$ cat src/rtl/sha256_pkg.sv
// SHA-256 shared definitions: round constants, initial hash value,
// controller state encoding and the FIPS 180-4 logical functions.
package sha256_pkg;

  typedef enum logic [1:0] {
    ST_IDLE  = 2'd0,
    ST_ROUND = 2'd1,
    ST_FINAL = 2'd2,
    ST_DONE  = 2'd3
  } state_t;

  // Initial chaining value H0..H7, H0 in the top word.
  localparam logic [255:0] IV =
    256'h6a09e667bb67ae853c6ef372a54ff53a510e527f9b05688c1f83d9ab5be0cd19;

  // Round constants K[0..63].
  localparam logic [31:0] K [64] = '{
    32'h428a2f98, 32'h71374491, 32'hb5c0fbcf, 32'he9b5dba5,
    32'h3956c25b, 32'h59f111f1, 32'h923f82a4, 32'hab1c5ed5,
    32'hd807aa98, 32'h12835b01, 32'h243185be, 32'h550c7dc3,
    32'h72be5d74, 32'h80deb1fe, 32'h9bdc06a7, 32'hc19bf174,
    32'he49b69c1, 32'hefbe4786, 32'h0fc19dc6, 32'h240ca1cc,
    32'h2de92c6f, 32'h4a7484aa, 32'h5cb0a9dc, 32'h76f988da,
    32'h983e5152, 32'ha831c66d, 32'hb00327c8, 32'hbf597fc7,
    32'hc6e00bf3, 32'hd5a79147, 32'h06ca6351, 32'h14292967,
    32'h27b70a85, 32'h2e1b2138, 32'h4d2c6dfc, 32'h53380d13,
    32'h650a7354, 32'h766a0abb, 32'h81c2c92e, 32'h92722c85,
    32'ha2bfe8a1, 32'ha81a664b, 32'hc24b8b70, 32'hc76c51a3,
    32'hd192e819, 32'hd6990624, 32'hf40e3585, 32'h106aa070,
    32'h19a4c116, 32'h1e376c08, 32'h2748774c, 32'h34b0bcb5,
    32'h391c0cb3, 32'h4ed8aa4a, 32'h5b9cca4f, 32'h682e6ff3,
    32'h748f82ee, 32'h78a5636f, 32'h84c87814, 32'h8cc70208,
    32'h90befffa, 32'ha4506ceb, 32'hbef9a3f7, 32'hc67178f2
  };

  function automatic logic [31:0] rotr(input logic [31:0] x, input int unsigned n);
    return (x >> n) | (x << (32 - n));
  endfunction

  function automatic logic [31:0] ch(input logic [31:0] x, input logic [31:0] y,
                                     input logic [31:0] z);
    return (x & y) ^ (~x & z);
  endfunction

  function automatic logic [31:0] maj(input logic [31:0] x, input logic [31:0] y,
                                      input logic [31:0] z);
    return (x & y) ^ (x & z) ^ (y & z);
  endfunction

  function automatic logic [31:0] big_sigma0(input logic [31:0] x);
    return rotr(x, 2) ^ rotr(x, 13) ^ rotr(x, 22);
  endfunction

  function automatic logic [31:0] big_sigma1(input logic [31:0] x);
    return rotr(x, 6) ^ rotr(x, 11) ^ rotr(x, 25);
  endfunction

  function automatic logic [31:0] small_sigma0(input logic [31:0] x);
    return rotr(x, 7) ^ rotr(x, 18) ^ (x >> 3);
  endfunction

  function automatic logic [31:0] small_sigma1(input logic [31:0] x);
    return rotr(x, 17) ^ rotr(x, 19) ^ (x >> 10);
  endfunction

endpackage

$ cat src/rtl/sha256_iter_ctrl_if.sv
// Block-in / digest-out bus of the iterative SHA-256 controller.
// Handshake rule for both channels: a transfer happens at a rising edge where
// valid && ready are both high; the source holds valid and its payload stable
// until that edge, and valid never depends combinationally on ready.
interface sha256_iter_ctrl_if;
  logic         blk_valid;
  logic         blk_ready;
  logic [511:0] blk_data;
  logic         blk_first;
  logic         blk_last;
  logic         hash_valid;
  logic         hash_ready;
  logic [255:0] hash;

  // Hashing core side.
  modport slave (
    input  blk_valid, blk_data, blk_first, blk_last, hash_ready,
    output blk_ready, hash_valid, hash
  );

  // Block producer / digest consumer side.
  modport master (
    output blk_valid, blk_data, blk_first, blk_last, hash_ready,
    input  blk_ready, hash_valid, hash
  );
endinterface

$ cat src/rtl/sha256_round.sv
// One combinational SHA-256 compression round: next {a..h} from {a..h}, K[t], Wt.
module sha256_round
  import sha256_pkg::*;
(
  input  logic [255:0] i_v,
  input  logic [31:0]  i_k,
  input  logic [31:0]  i_w,
  output logic [255:0] o_v
);
  logic [31:0] w_a, w_b, w_c, w_d, w_e, w_f, w_g, w_h;
  logic [31:0] w_t1, w_t2;

  assign {w_a, w_b, w_c, w_d, w_e, w_f, w_g, w_h} = i_v;
  assign w_t1 = w_h + big_sigma1(w_e) + ch(w_e, w_f, w_g) + i_k + i_w;
  assign w_t2 = big_sigma0(w_a) + maj(w_a, w_b, w_c);
  assign o_v  = {w_t1 + w_t2, w_a, w_b, w_c, w_d + w_t1, w_e, w_f, w_g};
endmodule

$ cat src/rtl/sha256_iter_ctrl.sv
// Iterative SHA-256 engine: one round per clock over a rolling 16-word
// message schedule, one cycle of chaining accumulation, then digest hand-off.
module sha256_iter_ctrl
  import sha256_pkg::*;
(
  input  logic               clk,
  input  logic               rst_n,
  sha256_iter_ctrl_if.slave  bus,
  output logic               busy,
  output logic [5:0]         round_idx,
  output state_t             o_dbg_state
);
  state_t       r_state;
  logic [255:0] r_h;          // chaining value H0..H7
  logic [255:0] r_v;          // working variables a..h
  logic [31:0]  r_w [16];     // schedule window, r_w[0] is Wt
  logic [5:0]   r_round_idx;
  logic         r_last;
  logic         r_hash_valid;

  logic [255:0] w_v_next;
  logic [31:0]  w_w_new;

  sha256_round u_round (
    .i_v (r_v),
    .i_k (K[r_round_idx]),
    .i_w (r_w[0]),
    .o_v (w_v_next)
  );

  // Schedule word sixteen positions ahead of the current one.
  assign w_w_new = small_sigma1(r_w[14]) + r_w[9] + small_sigma0(r_w[1]) + r_w[0];

  assign bus.blk_ready  = (r_state == ST_IDLE);
  assign bus.hash_valid = r_hash_valid;
  assign bus.hash       = r_h;
  assign busy           = (r_state == ST_ROUND) || (r_state == ST_FINAL);
  assign round_idx      = r_round_idx;
  assign o_dbg_state    = r_state;

  // Controller FSM plus every datapath register it sequences.
  always_ff @(posedge clk or negedge rst_n) begin
    if (!rst_n) begin
      r_state      <= ST_IDLE;
      r_h          <= IV;
      r_v          <= '0;
      r_round_idx  <= '0;
      r_last       <= 1'b0;
      r_hash_valid <= 1'b0;
      for (int i = 0; i < 16; i++) r_w[i] <= '0;
    end else begin
      case (r_state)
        ST_IDLE: begin
          if (bus.blk_valid) begin
            // A new message restarts from IV; otherwise continue from H.
            r_v <= bus.blk_first ? IV : r_h;
            if (bus.blk_first) r_h <= IV;
            for (int i = 0; i < 16; i++) r_w[i] <= bus.blk_data[511 - 32*i -: 32];
            r_last      <= bus.blk_last;
            r_round_idx <= '0;
            r_state     <= ST_ROUND;
          end
        end
        ST_ROUND: begin
          r_v <= w_v_next;
          for (int i = 0; i < 15; i++) r_w[i] <= r_w[i+1];
          r_w[15]     <= w_w_new;
          // Six-bit counter wraps 63 -> 0 on the last round.
          r_round_idx <= r_round_idx + 6'd1;
          if (r_round_idx == 6'd63) r_state <= ST_FINAL;
        end
        ST_FINAL: begin
          for (int i = 0; i < 8; i++)
            r_h[255 - 32*i -: 32] <= r_h[255 - 32*i -: 32] + r_v[255 - 32*i -: 32];
          r_state <= r_last ? ST_DONE : ST_IDLE;
        end
        ST_DONE: begin
          // First DONE cycle raises hash_valid; it stays until consumed.
          if (!r_hash_valid) begin
            r_hash_valid <= 1'b1;
          end else if (bus.hash_ready) begin
            r_hash_valid <= 1'b0;
            r_state      <= ST_IDLE;
          end
        end
        default: r_state <= ST_IDLE;
      endcase
    end
  end
endmodule
$ cat src/flat_wrapper.sv
// flat-port wrapper written by rule: the top's interface ports become plain ports
module sha256_iter_ctrl_flat import sha256_pkg::*;
  (clk, rst_n, busy, round_idx, o_dbg_state, bus_blk_valid, bus_blk_data, bus_blk_first, bus_blk_last, bus_hash_ready, bus_blk_ready, bus_hash_valid, bus_hash);
  sha256_iter_ctrl_if bus_i ();
  input  logic clk;
  input  logic rst_n;
  output logic busy;
  output logic [5:0] round_idx;
  output state_t o_dbg_state;
  input wire logic [$bits(bus_i.blk_valid)-1:0] bus_blk_valid;
  input wire logic [$bits(bus_i.blk_data)-1:0] bus_blk_data;
  input wire logic [$bits(bus_i.blk_first)-1:0] bus_blk_first;
  input wire logic [$bits(bus_i.blk_last)-1:0] bus_blk_last;
  input wire logic [$bits(bus_i.hash_ready)-1:0] bus_hash_ready;
  output wire logic [$bits(bus_i.blk_ready)-1:0] bus_blk_ready;
  output wire logic [$bits(bus_i.hash_valid)-1:0] bus_hash_valid;
  output wire logic [$bits(bus_i.hash)-1:0] bus_hash;
  assign bus_i.blk_valid = bus_blk_valid;
  assign bus_i.blk_data = bus_blk_data;
  assign bus_i.blk_first = bus_blk_first;
  assign bus_i.blk_last = bus_blk_last;
  assign bus_i.hash_ready = bus_hash_ready;
  assign bus_blk_ready = bus_i.blk_ready;
  assign bus_hash_valid = bus_i.hash_valid;
  assign bus_hash = bus_i.hash;
  sha256_iter_ctrl u_core (.clk(clk), .rst_n(rst_n), .bus(bus_i), .busy(busy), .round_idx(round_idx), .o_dbg_state(o_dbg_state));
endmodule
$ cat config.mk
export PLATFORM = sky130hd
export DESIGN_NAME = sha256_iter_ctrl_flat
export DESIGN_NICKNAME = d
export VERILOG_FILES = /design/src/rtl/sha256_pkg.sv /design/src/rtl/sha256_iter_ctrl_if.sv /design/src/rtl/sha256_round.sv /design/src/rtl/sha256_iter_ctrl.sv /design/src/flat_wrapper.sv
export SDC_FILE = /design/constraint.sdc
export NUM_CORES = 2
export LEC_CHECK = 0
export CORE_UTILIZATION = 35
export CTS_CLUSTER_DIAMETER = 50
export DETAILED_ROUTE_END_ITERATION = 8
export GPL_TIMING_DRIVEN = 0
export PLACE_DENSITY_LB_ADDON = 0.15
export SLEW_MARGIN = 20
export SYNTH_ARGS = -nofsm -noshare
export SYNTH_HDL_FRONTEND = slang
export SYNTH_SLANG_ARGS = --single-unit
$ cat constraint.sdc
create_clock -name clk -period 12.7 [get_ports clk]
set_input_delay 2.54 -clock clk [delete_from_list [all_inputs] [get_ports clk]]
set_output_delay 2.54 -clock clk [all_outputs]
set_load 0.05 [all_outputs]
; Word-level counts from Yosys, hierarchy flattened
; Memories as Yosys holds them, arrays and structs flattened.
; Cells that the tools add are included.
; Widths: inputs -> output; s select.
[word_totals]
romBits = 2048
memories = 1
ff_bits = 1034
[classes]
n_reduce_logical = 8
addsub = 19
n_eq_ne = 8
bitwise_logic = 28
magnitude_cmp = 1
muxes = 18
[mem_list]
columns = memory, depth, width, read_ports, rd_clocked_by_memory_dff, wr, line_no
row1 = (name not given), 64, 32, 1, 0, 0, sha256_iter_ctrl.sv:26  ; .i_k (K[r_round_idx]),
[ops]
columns = cell, count
row1 = $pmux 256 s2, 2
row2 = $pmux 512 s2, 1
row3 = $add 32x32->32, 18
row4 = $mux 256, 2
row5 = $mux 512, 1
row6 = $xor 32x32->32, 9
row7 = $and 32x32->32, 5
row8 = $mux 32, 2
row9 = $not 32->32, 1
row10 = $or 10x32->32, 1
row11 = $or 13x32->32, 1
row12 = $or 14x32->32, 1
row13 = $or 15x32->32, 1
row14 = $or 19x32->32, 1
row15 = $or 21x32->32, 1
row16 = $or 25x32->32, 1
row17 = $or 26x32->32, 1
row18 = $or 30x32->32, 1
row19 = $or 7x32->32, 1
row20 = $xor 32x22->32, 1
row21 = $xor 32x29->32, 1
row22 = $pmux 6 s2, 1
row23 = $mux 2, 5
row24 = $pmux 2 s4, 1
row25 = other kinds (15), 22

; Logic depth before layout (Yosys ltp)
[logic_depth]
depth_word = 9
ltp_mapped = 42
mapped_depth_nobuf = 39

; Hierarchy
; From an unflattened synthesis, not the netlist that was laid out.
[unflattened]
cells_unflattened = 8331
area_unflattened_um2 = 73797.0
[modules_own_cells]
columns = mod, cells_each, n_inst, area_per_inst_um2, seq_area_each_um2
row1 = sha256_iter_ctrl, 6936, 1, 62661.3, 26045.0
row2 = sha256_round, 1395, 1, 11135.7, 0.0

; Worst setup path before layout
; No wires, ideal clock.
[synth_timing]
path_kind = register to register
startpoint = register u_core.r_round_idx[1], in the netlist u_core.round_idx[1]
endpoint = register u_core.r_v[255]
path_buffers = 2
slack_ns = 3.458
stages_incl_launch_ff = 38
synth_period_minus_slack_ns = 9.242
arrival_ns = 9.103
path_cell_list = dfrtp_1 clkbuf_1 clkinv_1 ha_1 clkbuf_1 nand2_1 mux4_2 a21o_1 fa_1 inv_1 fa_1 inv_1 fa_1 inv_1 ha_1 a21o_1 a21oi_1 o21bai_1 [... 2 more ...] o21ai_0 a21oi_1 o21ai_0 xnor2_1 fa_1 inv_1 ha_1 a21o_1 a21o_1 a221oi_2 o21a_1 o31ai_2 a311o_2 a41o_1 or4_4 a31oi_2 xnor2_1 o221ai_2
[synth_via]
elab_chain_cells = 8
[synth_rtl]
columns = item, line_no
row1 = "start, declared", sha256_iter_ctrl.sv:17  ; logic [5:0] r_round_idx;
row2 = "start signal, assigned", sha256_iter_ctrl.sv:69  ; r_round_idx <= r_round_idx + 6'd1;
row3 = $not 6->7 (not written as such), sha256_iter_ctrl.sv:26
row4 = $mem_v2 64x32, --
row5 = $mux 32 (not written as such) (2 in a row), sha256_iter_ctrl.sv:26
row6 = $add 32x32->32 (2 in a row), sha256_round.sv:14  ; assign w_t1 = w_h + big_sigma1(w_e) + ch(w_e, w_f, w_g) + i_k + i_w;
row7 = $add 32x32->32, sha256_round.sv:16  ; assign o_v = {w_t1 + w_t2, w_a, w_b, w_c, w_d + w_t1, w_e, w_f, w_g};
row8 = $pmux 256 s2, sha256_iter_ctrl.sv:52  ; case (r_state)
row9 = "end signal, assigned", sha256_iter_ctrl.sv:56  ; r_v <= bus.blk_first ? IV : r_h;
row10 = "end signal, assigned", sha256_iter_ctrl.sv:65  ; r_v <= w_v_next;
row11 = "end, declared", sha256_iter_ctrl.sv:15  ; logic [255:0] r_v;
; No other way between the ends. The select of a mux whose other input is x is not followed.
; A chain may end at the register's enable or synchronous reset.

; Worst setup path after layout
[layout_timing]
startpoint = register u_core.r_round_idx[0], in the netlist u_core.round_idx[0]
endpoint = register u_core.r_v[255]
; The elaborated chain is that of the path after synthesis.

==> summary.md <==
| Metric | Value |
|---|---|
| Worst slew pin tran | 1.28 ns |
| Failing checks | DRC |
| Final Cycle Share | 97.0% |
| Crit path max-delay cell type | o21ai_0 |
| Total gr overflow | 0 |
| Die X | 460 um |
| Area Overhead vs Synth | 24.4% |
| Fin Clk Skew | 0.0656 ns |
| Cell Area, Synth | 73,400 um^2 |
| # DRC | 6 |
| Post-synthesis sequential area ratio | 35.5% |
| Number of CTS-inserted buffers | 161 |
| Max Buffers Root-to-Sink | 3 |
| Slew HR | 14.7% |
| Hold Worst Slack | 0.479 ns |
| DR vias/cell | 6.01 |
| Root buffer cell | clkbuf_16 |
| Layout Nets | 10.4k |
| Met1 Use GR | 50.4% |
| Post-Route WL | 411,000 um |
| Synthesized flop and latch total | 1,034 |
| Hpwl dp | 333,000 um |
| Setup TNS | 0 ns |
| M3 GR Usage | 9.88% |
| Most frequent CP cell | inv_1 |
| Hold Crit Depth | 2 |
| CP endpoint kind | flop |
| Most used DFF post-synth | dfrtp_1 |
| Hold/Removal Path Class | reg -> reg |
| Avg WL per Cell | 33.6 um |
| Initial antenna violation count | 107 |
| Cells after synthesis | 8,271 |
| Post-DRT Antenna Nets | 0 |
| Vias in the first global route | 69.9k |
| Req. time, crit path | 13.36 ns |
| Fin crit period | 12.32 ns |
| Met2 usage | 57.1% |
| TritonCTS sink count | 1,034 |
| # rows | 167 |
| Largest net degree at the start of global routing | 135 |
| First-pass GRT wire length | 561,000 um |
| Total core area | 208,000 um^2 |
| Initial DRC Count | 9,669 |
| Worst-skew pair later-pin latency | 0.85 ns |
| Yosys cell types | 88 |
| Final worst slack | 0.380 ns |
| Final Max Tran Viols | 0 |
| Final core utilization | 43.9% |
| DP Worst Slack | 0.0434 ns |
| Crit Path Category | reg -> reg |
| Most Crowded Layer GR | met2 |
| Max Cap Violations | 0 |
| TritonCTS clock tree | yes |
| Yosys top cell area share | 30.6% |
| Die Area | 211,000 um^2 |
| Worst path max stage delay | 0.96 ns |
| Arrival @ worst endpoint | 12.98 ns |
| Top post-synthesis cells by area | dfrtp_1 31%, ha_1 6.8%, a21oi_1 6.0% |
| Worst R2R Path Depth | 38 |
| IO Count | 785 |
| Largest area contributor in the netlist | dfrtp_1 |
| Fin. Hold Viols | 0 |
| Vias | 73.5k |
| Setup crit start kind | flop |
| Outcome | finished, violations left |
| Fmax achieved | 0.0812 GHz |
| Avg Synthesized Cell Area | 8.87 um^2 |
| Synth async-reset ratio | 100% |
| Fillcell total | 20.7k |
| Placer Congestion | 1.00 |
| Mapped Nets | 9,382 |
| Worst-path maximum fanout | 13 |
| Total GRT Usage | 37.9% |
| RSZ-0062 raised after global routing | false |
| Layout cells sized above 1 | 5.99% |
| Post-synth EDFFs | 0 |
| Synth warn | 0 |
| Initial core utilization | 35.3% |
| Worst-path clk slew | 0.06 ns |
| Die height | 460 um |
| DRT Pass-1 Iters | 9 |
| IO buf count | 783 |
| CTS H-tree lvls | 4 |
| Endpoints failing setup | 0 |
timing repair:
action                                  4_1_cts  5_1_grt
hold buffers                                  0        0
buffers inserted                              0        2
gates resized for setup                       0        1
endpoints found under the setup margin        0        6
synthesized netlist by cell type (44+ instances only):
master,instances
and3_1,46
nand3_1,95
a21o_1,191
mux2i_1,256
nand2_1,569
nand2b_1,62
buf_1,56
clkbuf_1,560
a21oi_1,880
o22ai_1,494
nor2_1,392
fa_1,195
o21ai_0,853
a31oi_1,59
dfrtp_1,898
xor2_1,213
o21a_1,51
nand3b_1,277
or3_1,44
inv_1,465
a222oi_1,91
xnor2_1,352
ha_1,398
nor3_1,82
dfstp_2,136
layer usage:
layer  routed length [um]  share of wire (%)
met4                21500                5.2
met2               179000                 44
met5                  436               0.11
met1               170000                 41
met3                39700                9.7
final cells by class:
class | count | area, um^2 | area share, %
clock buffers | 205 | 4410 | 4.83
well taps | 2788 | 3490 | 3.82
flip-flops and latches | 1034 | 26000 | 28.5
inverters | 468 | 1760 | 1.93
multi-input cells | 6153 | 43300 | 47.4
diodes | 48 | 120 | 0.132
plain buffers | 616 | 2380 | 2.61
repair buffers | 807 | 8410 | 9.21
clock inverters | 99 | 1390 | 1.52
path summary, 6_finish.rpt:
check	start	end	slack, ns
worst max-delay path	u_core.round_idx[0]	u_core.r_v[255]	0.38
worst min-delay path	u_core.r_w[110]	u_core.r_w[110]	0.48
worst max register to register	u_core.round_idx[0]	u_core.r_v[255]	0.38
worst min register to register	u_core.r_w[110]	u_core.r_w[110]	0.48
max in group asynchronous	rst_n	u_core.r_w[153]	8.40
min in group asynchronous	rst_n	u_core.bus.hash[109]	1.61
through the flow:
step	instances	area, um^2
after global placement	11800	84700
after global routing	12200	91200
final	12200	91200
after detailed placement	11900	85300
after floorplan	8271	73400
after CTS	12200	91100
state kept, by name, summed over array words and instances (netlist names):
signal and flops:
u_core.bus.hash_valid 1, u_core.o_dbg_state 2, u_core.round_idx 6, u_core.bus.hash 256
u_core.r_v 256, u_core.r_w 512, u_core.r_last 1
worst max-delay path: cells and delay by family (launching register included):
kind	cells	cell delay (ns)
AO/OA/AOI/OAI	15	3.86
adder cells (fa/ha/maj)	7	2.96
AND/OR/NAND/NOR	7	2.33
buffers and inverters	7	1.28
XOR/XNOR	2	0.84
flip-flops	1	0.84
kinds of logic (layout without fill, tap and decap cells):
family,Yosys count,in the layout,share of synthesized area [%]
flops,1034,1034,35.5
xor+xnor,565,565,6.75
simple gates,1715,1715,11.7
buf+inv,1084,2195,5.55
compound gates,3008,3008,24.6
fa+ha+maj,596,596,12.2
mux,269,269,3.79
other cells,0,48,0
placed cells by master, fill, tap and decap left out, types with 51 or more instances in the layout:
| cell type | netlist | layout |
|---|---|---|
| nand3_1 | 95 | 95 |
| dfstp_2 | 136 | 136 |
| clkbuf_1 | 560 | 536 |
| a222oi_1 | 91 | 91 |
| nand2_1 | 569 | 569 |
| clkdlybuf4s50_1 | 0 | 782 |
| o21a_1 | 51 | 51 |
| xor2_1 | 213 | 213 |
| nand2b_1 | 62 | 62 |
| inv_1 | 465 | 465 |
| o22ai_1 | 494 | 494 |
| a31oi_1 | 59 | 59 |
| o21ai_0 | 853 | 852 |
| xnor2_1 | 352 | 352 |
| ha_1 | 398 | 398 |
| a21o_1 | 191 | 191 |
| fa_1 | 195 | 195 |
| mux2i_1 | 256 | 256 |
| dfrtp_1 | 898 | 898 |
| clkbuf_16 | 0 | 162 |
| buf_1 | 56 | 52 |
| a21oi_1 | 880 | 880 |
| nor3_1 | 82 | 82 |
| nor2_1 | 392 | 390 |
| nand3b_1 | 277 | 277 |
Power is left out: the tool's default activity adds up to more than one toggle a clock period on the data nets, which glitch-free logic cannot reach.
